--- src/rtl/thcomptop_pkg.sv ---
// Shared parameters for the sync chain threshold comparator: sample and
// cfg-address widths plus the cfg register map.
package thcomptop_pkg;

    localparam int unsigned SYNC_MSB              = 7;
    localparam int unsigned SYNC_MSB_REGS_ADDRESS = 1;

    // cfg register map
    localparam int unsigned THC_ADDR_HI   = 0;
    localparam int unsigned THC_ADDR_LO   = 1;
    localparam int unsigned THC_ADDR_HOLD = 2;

endpackage

--- src/rtl/thcomptop_thcompregs.sv ---
// Three-entry cfg register file (thr_hi, thr_lo, hold) with write decode and
// reset defaults. Reads are the raw register outputs.
module thcompregs
    import thcomptop_pkg::*;
#(
    parameter int unsigned    MSB              = SYNC_MSB,
    parameter int unsigned    MSB_REGS_ADDRESS = SYNC_MSB_REGS_ADDRESS,
    parameter logic [MSB:0]   THR_HI_RST       = 'h40,
    parameter logic [MSB:0]   THR_LO_RST       = 'h20,
    parameter logic [MSB:0]   HOLD_RST         = 'd4
) (
    input  logic                        clk,
    input  logic                        rst,
    input  logic                        cfg_we,
    input  logic [MSB:0]                cfg_data_in,
    input  logic [MSB_REGS_ADDRESS:0]   cfg_addr,
    output logic [MSB:0]                thr_hi_o,
    output logic [MSB:0]                thr_lo_o,
    output logic [MSB:0]                hold_o
);

    localparam logic [MSB_REGS_ADDRESS:0] AddrHi   = (MSB_REGS_ADDRESS + 1)'(THC_ADDR_HI);
    localparam logic [MSB_REGS_ADDRESS:0] AddrLo   = (MSB_REGS_ADDRESS + 1)'(THC_ADDR_LO);
    localparam logic [MSB_REGS_ADDRESS:0] AddrHold = (MSB_REGS_ADDRESS + 1)'(THC_ADDR_HOLD);

    logic [MSB:0] thr_hi_q, thr_hi_d;
    logic [MSB:0] thr_lo_q, thr_lo_d;
    logic [MSB:0] hold_q, hold_d;

    // Write decode; unmapped addresses leave every register untouched.
    always_comb begin
        thr_hi_d = thr_hi_q;
        thr_lo_d = thr_lo_q;
        hold_d   = hold_q;
        if (cfg_we) begin
            case (cfg_addr)
                AddrHi:   thr_hi_d = cfg_data_in;
                AddrLo:   thr_lo_d = cfg_data_in;
                AddrHold: hold_d   = cfg_data_in;
                default:  ;
            endcase
        end
    end

    // Register update with synchronous reset to the configured defaults.
    always_ff @(posedge clk) begin
        if (rst) begin
            thr_hi_q <= THR_HI_RST;
            thr_lo_q <= THR_LO_RST;
            hold_q   <= HOLD_RST;
        end else begin
            thr_hi_q <= thr_hi_d;
            thr_lo_q <= thr_lo_d;
            hold_q   <= hold_d;
        end
    end

    assign thr_hi_o = thr_hi_q;
    assign thr_lo_o = thr_lo_q;
    assign hold_o   = hold_q;

endmodule

--- src/rtl/thcomptop.sv ---
// Threshold comparator: hysteresis thresholds with a consecutive-sample hold
// count declare/drop sync lock and emit a one-cycle event with the sample.
module thcomptop
    import thcomptop_pkg::*;
#(
    parameter int unsigned    MSB              = SYNC_MSB,
    parameter int unsigned    MSB_REGS_ADDRESS = SYNC_MSB_REGS_ADDRESS,
    parameter logic [MSB:0]   THR_HI_RST       = 'h40,
    parameter logic [MSB:0]   THR_LO_RST       = 'h20,
    parameter logic [MSB:0]   HOLD_RST         = 'd4
) (
    input  logic                        clk,
    input  logic                        rst,
    input  logic                        ematop_thcomptop_start,
    input  logic [MSB:0]                ematop_thcomptop_data,
    input  logic                        cfg_we,
    input  logic [MSB:0]                cfg_data_in,
    input  logic [MSB_REGS_ADDRESS:0]   cfg_addr,
    output logic [MSB:0]                thcompregs_ctrltop_cfg_data_out0,
    output logic [MSB:0]                thcompregs_ctrltop_cfg_data_out1,
    output logic [MSB:0]                thcompregs_ctrltop_cfg_data_out2,
    output logic                        thcomptop_ctrltop_start,
    output logic [MSB:0]                thcomptop_ctrltop_data,
    output logic                        thcomptop_ctrltop_lock
);

    typedef enum logic [1:0] {StUnlock, StAcq, StLock, StLoss} state_e;

    localparam logic [MSB:0] One = 'd1;

    logic [MSB:0] thr_hi, thr_lo, hold;
    logic [MSB:0] h_eff, cnt_inc;
    logic         above, below;

    state_e       state_q, state_d;
    logic [MSB:0] cnt_q, cnt_d;
    logic         ev_start_q, ev_start_d;
    logic [MSB:0] ev_data_q, ev_data_d;
    logic         lock_q, lock_d;

    thcompregs #(
        .MSB              (MSB),
        .MSB_REGS_ADDRESS (MSB_REGS_ADDRESS),
        .THR_HI_RST       (THR_HI_RST),
        .THR_LO_RST       (THR_LO_RST),
        .HOLD_RST         (HOLD_RST)
    ) u_regs (
        .clk         (clk),
        .rst         (rst),
        .cfg_we      (cfg_we),
        .cfg_data_in (cfg_data_in),
        .cfg_addr    (cfg_addr),
        .thr_hi_o    (thr_hi),
        .thr_lo_o    (thr_lo),
        .hold_o      (hold)
    );

    // Flags and effective hold use the pre-write register values of this cycle.
    always_comb begin
        above   = ematop_thcomptop_data > thr_hi;
        below   = ematop_thcomptop_data < thr_lo;
        h_eff   = (hold == '0) ? One : hold;
        // Saturate at H; also covers hold lowered below cnt mid-run.
        cnt_inc = (cnt_q >= h_eff) ? cnt_q : cnt_q + One;
    end

    // Next-state: advance only on a sample strobe; runs clear on any break.
    always_comb begin
        state_d    = state_q;
        cnt_d      = cnt_q;
        ev_start_d = 1'b0;
        ev_data_d  = ev_data_q;
        lock_d     = lock_q;
        if (ematop_thcomptop_start) begin
            unique case (state_q)
                StUnlock: begin
                    if (above) begin
                        cnt_d = One;
                        if (h_eff == One) begin
                            state_d    = StLock;
                            lock_d     = 1'b1;
                            ev_start_d = 1'b1;
                            ev_data_d  = ematop_thcomptop_data;
                        end else begin
                            state_d = StAcq;
                        end
                    end else begin
                        cnt_d = '0;
                    end
                end
                StAcq: begin
                    if (above) begin
                        cnt_d = cnt_inc;
                        if (cnt_inc >= h_eff) begin
                            state_d    = StLock;
                            lock_d     = 1'b1;
                            ev_start_d = 1'b1;
                            ev_data_d  = ematop_thcomptop_data;
                        end
                    end else begin
                        state_d = StUnlock;
                        cnt_d   = '0;
                    end
                end
                StLock: begin
                    if (below) begin
                        cnt_d = One;
                        if (h_eff == One) begin
                            state_d    = StUnlock;
                            lock_d     = 1'b0;
                            ev_start_d = 1'b1;
                            ev_data_d  = ematop_thcomptop_data;
                        end else begin
                            state_d = StLoss;
                        end
                    end else begin
                        cnt_d = '0;
                    end
                end
                StLoss: begin
                    if (below) begin
                        cnt_d = cnt_inc;
                        if (cnt_inc >= h_eff) begin
                            state_d    = StUnlock;
                            lock_d     = 1'b0;
                            ev_start_d = 1'b1;
                            ev_data_d  = ematop_thcomptop_data;
                        end
                    end else begin
                        state_d = StLock;
                        cnt_d   = '0;
                    end
                end
            endcase
        end
    end

    // State, counter and registered event outputs; reset drops any pending event.
    always_ff @(posedge clk) begin
        if (rst) begin
            state_q    <= StUnlock;
            cnt_q      <= '0;
            ev_start_q <= 1'b0;
            ev_data_q  <= '0;
            lock_q     <= 1'b0;
        end else begin
            state_q    <= state_d;
            cnt_q      <= cnt_d;
            ev_start_q <= ev_start_d;
            ev_data_q  <= ev_data_d;
            lock_q     <= lock_d;
        end
    end

    assign thcomptop_ctrltop_start          = ev_start_q;
    assign thcomptop_ctrltop_data           = ev_data_q;
    assign thcomptop_ctrltop_lock           = lock_q;
    assign thcompregs_ctrltop_cfg_data_out0 = thr_hi;
    assign thcompregs_ctrltop_cfg_data_out1 = thr_lo;
    assign thcompregs_ctrltop_cfg_data_out2 = hold;

endmodule

--- config.mk ---
export PLATFORM = sky130hd
export DESIGN_NAME = thcomptop
export DESIGN_NICKNAME = d
export VERILOG_FILES = /design/src/rtl/thcomptop_pkg.sv /design/src/rtl/thcomptop_thcompregs.sv /design/src/rtl/thcomptop.sv
export SDC_FILE = /design/constraint.sdc
export NUM_CORES = 1
export LEC_CHECK = 0
export CAP_MARGIN = 5
export CORE_MARGIN = 1.5
export CORE_UTILIZATION = 56
export DETAILED_ROUTE_END_ITERATION = 7
export GPL_TIMING_DRIVEN = 1
export PLACE_DENSITY = 0.86
export SLEW_MARGIN = 5
export SYNTH_ARGS = -nofsm -noshare
export SYNTH_HDL_FRONTEND = slang
export SYNTH_HIERARCHICAL = 1
export SYNTH_SLANG_ARGS = --single-unit
--- constraint.sdc ---
create_clock -name clk -period 7.9 [get_ports clk]
set_input_delay 2.37 -clock clk [delete_from_list [all_inputs] [get_ports clk]]
set_output_delay 2.37 -clock clk [all_outputs]
set_load 0.05 [all_outputs]
==> flow_summary.toml, run 1 <==
[cts]
cts_buffers = 5
insertion_delay_ns = 0.29
htree_num_levels = 2
cts_tree = "yes"
cts_setup_buffers = 0
clk_pin_slew_ns = 0.08
root_buffer = "clkbuf_8"
clock-sinks = 44
cts_resized = 0
cts_buffer_depth = 2
ctsHoldBuffers = 0

[timing]
rsz0062_at_grt = "no"
finalCriticalPeriod_ns = 5.01
worst_slew_pin_slew_ns = 1.04
finalSetupViolCount = 0
slew_violations = 0
fmax_mhz = 200
fin_tns_setup_ns = 0
hold_viol = 0
fin_ws_ns = 2.89
maxSlewHeadroom_pct = 30.6
finClkSkew_ns = 0.00329
layout_worst_path_cycle_share_pct = 63.4

[power_and_ir_drop]
power.leakage_nw = 1.41
powerDensity_nw_per_um2 = 142
ir_worst_vdd_mv = 0.102

[setup_path]
start_kind = "primary input"
r2r_start = "u_regs/hold_o[2]"
crit_arrival_ns = 5.20
setup.worst_path.class = "in2reg"
critPathLaunch = "ematop_thcomptop_data[3]"
end_kind = "register"
path_max_fanout = 27
cp.required_ns = 8.10

[synthesis]
synthCells = 308
synth_ff_type = "dfxtp_1"
mappedNetlistNets = 362
yosys_warnings = 6
yosysSeqAreaShare_pct = 31.2
synthArstFlopShare_pct = 0
yosysUniqueCellTypes = 52
synth_edf_count = 0
syn_avg_cell_area_um2 = 9.18
syn_area_um2 = 2830
yosys_register_bits = 44

[grt]
grt-ovfl-total = 0
antenna_found_initial = 0
grt_pass1_vias = 2358
grt_pass1_wl_um = 10800
grt_start_max_net_pins = 53
grt.total_usage_pct = 25.4

[route]
wl_per_cell_um = 15.3
drt_iter0_drc = 270
drt-pass1-iter-count = 5
drt-vias-per-instance = 5.62
wirelength_um = 6530
num_vias = 2395
ant_nets = 0
remaining_drc_errors = 0

[min_path]
hold_path.class = "reg2reg"
min_from = "thcomptop_ctrltop_lock"

[cells_and_area]
fill_cells = 393
instances_no_fill = 426
drive_above_1_share_pct = 6.13
fin_nets = 412
area_growth_pct = 22.7
n_antenna_cell = 0

[place]
dpl_worst_slack_ns = 2.62
dp.cells = 418
routabilityCongestion = 0.848
numPortBuffers = 55
dpl.hpwl_um = 4870

[die]
num_io_pins = 56
dieWidth_um = 74.0
dieArea_um2 = 5480
initial_utilization_pct = 59.1
fp-row-count = 25
die_height_um = 74.0
core-area_um2 = 4790

[status]
status = "finished clean"

[run]
maxCapViolCount = 0
[Yosys cell counts (2+ instances only)]
cell | instances | share of area [%]
dfxtp_1 | 44 | 31
nand2b_1 | 33 | 7.3
ha_1 | 32 | 14
inv_1 | 32 | 4.2
mux2i_1 | 24 | 8.5
a21oi_1 | 18 | 3.2
nand3_1 | 12 | 2.1
nor2_1 | 12 | 1.6
nand4_1 | 11 | 2.4
xnor2_1 | 7 | 2.2
clkbuf_1 | 6 | 0.80
nand2_1 | 5 | 0.66
o31ai_1 | 5 | 1.3
a21bo_1 | 4 | 1.4
a21bo_2 | 4 | 1.4
a41oi_1 | 4 | 1.2
and2_1 | 4 | 0.89
nor2b_1 | 4 | 0.89
o21ai_0 | 4 | 0.71
buf_2 | 3 | 0.53
a211oi_1 | 2 | 0.53
a21o_1 | 2 | 0.53
and3_1 | 2 | 0.44
and3b_1 | 2 | 0.62
buf_6 | 2 | 0.80
nand3b_1 | 2 | 0.53
nor3_1 | 2 | 0.35
o211a_1 | 2 | 0.71
[final timing paths]
path | end | slack [ns] | cells after the start
worst max-delay path | cnt_q[4] | 2.89 | 8
worst min-delay path | thcomptop_ctrltop_lock | 0.47 | 2
worst min register to register | thcomptop_ctrltop_lock | 0.47 | 2
worst max register to register | state_q[1] | 3.78 | 15
[kinds of logic (layout without fill, tap and decap cells)]
family                     Yosys count  in the layout  share of synthesized area [%]
AOI/OAI and AO/OA                   56             56                           14.8
and+or+nand+nor                     99             99                           21.2
buffers and inverters               45             96                           7.57
muxes                               25             25                           8.90
xor gates and xnor gates             7              7                           2.17
adders and majority gates           32             32                           14.2
DFF                                 44             44                           31.2
[state kept, by name, indices dropped and copies added (netlist names)]
name	cells
u_regs/hold_o	8
thcomptop_ctrltop_start	1
u_regs/thr_hi_o	8
u_regs/thr_lo_o	8
thcomptop_ctrltop_data	8
cnt_q	8
thcomptop_ctrltop_lock	1
state_q	2
[power by group]
group	total (mW)	switching, mW	internal (mW)
Sequential	0.237	0.00750	0.229
Clock	0.146	0.0750	0.0711
Combinational	0.110	0.0648	0.0447
[cell type report]
| type | count | area (µm²) | area share (%) |
|---|---|---|---|
| Multi-Input combinational cell | 219 | 1730 | 49.9 |
| Sequential cell | 44 | 881 | 25.4 |
| Timing Repair Buffer | 56 | 558 | 16.1 |
| Inverter | 32 | 120 | 3.46 |
| Clock buffer | 7 | 86.3 | 2.49 |
| Tap cell | 67 | 83.8 | 2.42 |
| Clock inverter | 1 | 7.51 | 0.216 |
[routing by layer]
metal  vias to the layer above  part of all wire [%]  track usage (%)
li1                       1188                     -                -
met1                      1122                    44             33.0
met2                        75                    49             42.9
met3                        10                   5.3             4.61
met4                         0                   1.4             8.02
met5                         -                     0                0
[stage by stage]
step                      power (mW)  area, µm²  hold slack, ns  util (%)
after floorplan                0.319       2830           0.496         -
after global placement         0.347       3370           0.464      70.5
after detailed placement       0.351       3370           0.467      70.5
after CTS                      0.493       3470           0.479      72.5
after global routing           0.514       3470           0.510      72.5
final                          0.492       3470           0.474      72.5
[layout by cell type, fill, tap and decap left out, types with 4 or more instances in the layout]
cell type	n
nand3_1	12
nand2b_1	33
nand2_1	5
a21bo_2	4
nor2b_1	4
inv_1	32
clkdlybuf4s50_1	55
o31ai_1	5
clkbuf_8	6
mux2i_1	24
a21bo_1	4
a21oi_1	18
a41oi_1	4
nand4_1	11
xnor2_1	7
dfxtp_1	44
and2_1	4
nor2_1	12
ha_1	32
o21ai_0	4
[worst max-delay path, stage by stage]
cell and delay (ns):
clkdlybuf4s50_1 0.48, ha_1 0.25, or4_1 0.53, a21oi_1 0.14, o31a_1 0.15, a311o_1 0.81
nand3_4 0.20, o311ai_2 0.27
Power figures use the tool's default switching activity.
==> run 2, diff against run 1 <==
- CORE_UTILIZATION: 56 -> 52
- PLACE_DENSITY: 0.86 -> 0.8
- clock period: 7.9 -> 5.2 ns (I/O delays scaled with it)
==> run 2 against run 1 <==
Effect of this change:
- sequential share of layout area barely moved
- core utilization down 5.4 points
- via count down 2.2%
- worst setup slack lost 1.9 ns
- worst hold slack better by 0.0085 ns
- flip-flop and latch count unchanged
- count of clock-buffer cells in the layout fell by 2
- sequential power up 52%
- combinational power rose by 51%
- largest cell class unchanged
==> flow_summary.toml, run 2 (synthesis results as in run 1) <==
[status]
status = "finished clean"

[cells_and_area]
drive_above_1_share_pct = 6.41
instances_no_fill = 429
area_growth_pct = 22.7
fill_cells = 454
final_area_um2 = 3470
n_antenna_cell = 0
multi_input_area_um2 = 1730
regArea_um2 = 881
final_common_cell = "clkdlybuf4s50_1"
mostFrequentLayoutCells = "55 x clkdlybuf4s50_1, 44 x dfxtp_1, 33 x nand2b_1"
fin_nets = 413

[place]
dp.cells = 422
dpl.hpwl_um = 4880
routabilityCongestion = 0.814
dpl_cell_area_um2 = 3390
numPortBuffers = 55

[grt]
met1_usage_pct = 29.0
grt.total_usage_pct = 21.6
gr-max-usage-layer = "met2"
grt-ovfl-total = 0
antenna_found_initial = 0
met3_usage_pct = 4.40
grt_start_max_net_pins = 53
grt_pass1_wl_um = 10400
use_met2_pct = 33.6
grt_pass1_vias = 2230

[cts]
cts_setup_buffers = 0
cts_tree = "yes"
ctsHoldBuffers = 0
root_buffer = "clkbuf_8"
cts_buffer_depth = 2
htree_num_levels = 2
clock-sinks = 44
insertion_delay_ns = 0.30
clk_pin_slew_ns = 0.08
cts_buffers = 5
cts_resized = 0

[timing]
maxSlewHeadroom_pct = 44.2
finalCriticalPeriod_ns = 4.18
hold_ws_ns = 0.483
rsz0062_at_grt = "no"
finClkSkew_ns = 0.00746
slew_violations = 0
finalSetupViolCount = 0
worst_slew_pin_slew_ns = 0.837
fin_tns_setup_ns = 0
fmax_mhz = 239
hold_viol = 0
layout_worst_path_cycle_share_pct = 80.4

[route]
num_vias = 2342
drt-pass1-iter-count = 4
drt_iter0_drc = 83
wl_per_cell_um = 14.3
ant_nets = 0
remaining_drc_errors = 0
drt-vias-per-instance = 5.46
wirelength_um = 6160

[power_and_ir_drop]
powerDensity_nw_per_um2 = 211
power.leakage_nw = 1.41
ir_worst_vdd_mv = 0.160

[setup_path]
cp.required_ns = 5.41
path_max_fanout = 19
cp_common_cell = "ha_1"
crit_slowest_cell = "a2111oi_0"
crit_chain = "inv_1, nand4_1, nor4_1, or2_2, ha_1, nor2b_1, o21ai_0, a21oi_2, mux2_2, ha_1, a2111oi_0, nor3_1, o221a_2, and2_2, o31ai_1"
end_kind = "register"
crit_arrival_ns = 4.39
start_kind = "register"
setup.worst_path.class = "reg2reg"
critical-path-max-stage-delay_ns = 0.45

[min_path]
hold_path.class = "reg2reg"

[die]
dieWidth_um = 76.7
core-area_um2 = 5170
die_height_um = 76.7
dieArea_um2 = 5890
num_io_pins = 56
initial_utilization_pct = 54.6
fp-row-count = 26

[run]
maxCapViolCount = 0
## run 2: changes by cell type in the layout (fill, tap and decap cells not counted), sizes merged
cell    previous run  this run
buf                1         2
clkbuf             7         5
clkinv             0         1
## run 2: power by group
part           switching, mW  internal (mW)
clock network          0.116         0.0911
logic                 0.0967         0.0689
registers             0.0115          0.348
## run 2: path summary, 6_finish.rpt
| path | start | slack, ns | cells past startpoint | endpoint |
|---|---|---|---|---|
| max | u_regs/hold_o[2] | 1.02 | 15 | state_q[1] |
| min reg2reg | thcomptop_ctrltop_lock | 0.48 | 2 | thcomptop_ctrltop_lock |
| max reg2reg | u_regs/hold_o[2] | 1.02 | 15 | state_q[1] |
| min | thcomptop_ctrltop_lock | 0.48 | 2 | thcomptop_ctrltop_lock |
## run 2: area by class of cell
class / instances / area share [%]
Multi-Input combinational cell: 219 / 49.9
Sequential cell: 44 / 25.4
Timing Repair Buffer: 57 / 16.3
Inverter: 32 / 3.46
Tap cell: 70 / 2.53
Clock buffer: 5 / 1.98
Clock inverter: 2 / 0.361
## run 2: routing by layer
layer	vias up	share of wire, %	wire length, µm
li1	1195	-	-
met1	1089	49	3010
met2	50	46	2810
met3	8	3.9	242
met4	0	1.5	93
met5	-	0	0
## run 2: critical path: cells and delay by family, from the launching register on
kind                       cells  cell delay (ns)
DFF                            1             0.33
and+or+nand+nor                6             1.16
AOI/OAI and AO/OA              5             1.54
muxes                          1             0.41
buffers and inverters          1             0.14
adders and majority gates      2             0.51
## run 2: stage by stage
stage | worst slack, ns | total power [mW] | utilization, %
finish | 1.02 | 0.733 | 67.0
detailed placement | 0.879 | 0.533 | 65.5
global route | 0.748 | 0.767 | 67.0
CTS | 1.03 | 0.738 | 67.0
floorplan | 1.26 | 0.485 | -
global placement | 0.948 | 0.529 | 65.5
==> run 3, diff against run 2 <==
- CORE_UTILIZATION: 52 -> 47
- PLACE_DENSITY: 0.8 -> 0.77
- clock period: 5.2 -> 3.6 ns (I/O delays scaled with it)
==> run 3 against run 2 <==
Effect of this change:
- the run now ends with negative setup slack left
- largest power group unchanged
- worst setup slack lost 1.1 ns
- die area increased by 10%
- combinational power increased by 83%
==> flow_summary.toml, run 3 (synthesis results as in run 1) <==
[min_path]
hold_path.class = "reg2reg"

[route]
wl_per_cell_um = 15.9
num_vias = 2564
wirelength_um = 7360
drt_iter0_drc = 160
drt-vias-per-instance = 5.54
remaining_drc_errors = 0
ant_nets = 0
drt-pass1-iter-count = 4

[setup_path]
crit_slowest_cell = "dfxtp_4"
critical-path-max-stage-delay_ns = 0.36
path_max_fanout = 7
crit_arrival_ns = 3.87
cp.buffers_inverters = 3
end_kind = "register"
start_kind = "register"
cp.required_ns = 3.84
crit_chain = "inv_2, nand4_1, nor4_2, or2_4, ha_4, nor2b_1, o21ai_1, a21oi_2, buf_6, nand4_1, xnor2_1, ha_1, a21o_1, nand2_1, nand4b_1, o221a_4, buf_6, a21bo_4, a21oi_2"
crit_family = "simple AND/OR/NAND/NOR gates"
setup.worst_path.class = "reg2reg"

[cells_and_area]
area_growth_pct = 38.5
fin_nets = 442
drive_above_1_share_pct = 20.6
final_util_pct = 66.9
mostFrequentLayoutCells = "55 x clkdlybuf4s50_1, 37 x dfxtp_1, 32 x nand2b_1"
fill_cells = 458
final_common_cell = "clkdlybuf4s50_1"
n_antenna_cell = 0
instances_no_fill = 463

[die]
initial_utilization_pct = 48.3
die_height_um = 80.6
core-area_um2 = 5850
fp-row-count = 28
dieArea_um2 = 6490
dieWidth_um = 80.6
num_io_pins = 56

[cts]
ctsHoldBuffers = 0
cts_tree = "yes"
insertion_delay_ns = 0.30
cts_buffer_depth = 2
htree_num_levels = 2
root_buffer = "clkbuf_8"
clk_pin_slew_ns = 0.08
cts_buffers = 5
clock-sinks = 44

[place]
dp.cells = 445
dpl.hpwl_um = 5260
dpl_worst_slack_ns = -0.170
numPortBuffers = 55
routabilityCongestion = 0.893

[power_and_ir_drop]
power.total_mw = 1.19
powerDensity_nw_per_um2 = 304
power.leakage_nw = 1.60
ir_worst_vdd_mv = 0.231

[grt]
grt.total_usage_pct = 22.8
grt_pass1_vias = 2401
grt_pass1_wl_um = 11400
antenna_found_initial = 0
grt_start_max_net_pins = 51
grt-ovfl-total = 0

[timing]
layout_worst_path_cycle_share_pct = 101
maxSlewHeadroom_pct = 65.7
finalSetupViolCount = 8
hold_viol = 0
finalCriticalPeriod_ns = 3.64
fmax_mhz = 275
slew_violations = 0
worst_slew_pin_slew_ns = 0.513
finClkSkew_ns = 0.00522
rsz0062_at_grt = "yes"
fin_ws_ns = -0.0364
fin_tns_setup_ns = -0.150

[status]
status = "finished, violations left"
violations = "negative setup slack"

[run]
maxCapViolCount = 0
## run 3: changes by cell type in the layout (fill, tap and decap cells not counted), sizes merged
| cell | before | now |
|---|---|---|
| buf | 2 | 31 |
| bufinv | 0 | 1 |
| clkbuf | 5 | 6 |
| clkinv | 1 | 0 |
| clkinvlp | 1 | 0 |
## run 3: final timing paths
path,depth (start not counted),slack [ns],startpoint,to
hold / removal,2,0.48,thcomptop_ctrltop_lock,thcomptop_ctrltop_lock
setup reg to reg,19,-0.04,u_regs/hold_o[6],thcomptop_ctrltop_data[1]
setup / recovery,19,-0.04,u_regs/hold_o[6],thcomptop_ctrltop_data[1]
hold reg to reg,2,0.48,thcomptop_ctrltop_lock,thcomptop_ctrltop_lock
## run 3: through the flow
stage / cell area (µm²) / hold slack (ns)
floorplan: 2860 / 0.496
global placement: 3560 / 0.468
detailed placement: 3560 / 0.472
CTS: 3730 / 0.483
global route: 3910 / 0.520
finish: 3910 / 0.482
## run 3: timing repair
item | CTS | global route
pin swaps | 3 | 32
buffers inserted | 6 | 5
endpoints found under the setup margin | 12 | 12
gates resized for setup | 3 | 35
## run 3: per-layer routing
metal  global-route usage [%]  vias up  routed length [µm]
met5                        0        -                   0
met4                     7.24        0                 170
met3                     4.43       18                 414
met2                     39.0       94                3500
met1                     28.7     1197                3280
li1                         -     1255                   -
## run 3: report_power, final
part | total, mW | leakage (nW) | switching (mW) | internal [mW]
logic | 0.303 | 1.19 | 0.167 | 0.136
clock network | 0.373 | 0.0513 | 0.170 | 0.204
registers | 0.516 | 0.361 | 0.0141 | 0.501
total | 1.19 | 1.60 | 0.351 | 0.840
## run 3: final cells by class
type | instances | area, µm² | share of cell area (%)
tap | 75 | 93.8 | 2.40
timing repair buffer | 86 | 810 | 20.7
multi-input combinational | 219 | 1890 | 48.2
clock inverter | 1 | 30.0 | 0.767
inverter | 32 | 120 | 3.07
clock buffer | 6 | 72.6 | 1.85
sequential | 44 | 900 | 23.0
## run 3: worst reg2reg max path, cell delays in order, from the launching register on
cell	delay (ns)
dfxtp_4	0.36
inv_2	0.06
nand4_1	0.10
nor4_2	0.32
or2_4	0.19
ha_4	0.20
nor2b_1	0.11
o21ai_1	0.09
a21oi_2	0.16
buf_6	0.15
nand4_1	0.13
xnor2_1	0.24
ha_1	0.29
a21o_1	0.18
nand2_1	0.08
nand4b_1	0.14
o221a_4	0.31
buf_6	0.13
a21bo_4	0.20
a21oi_2	0.11
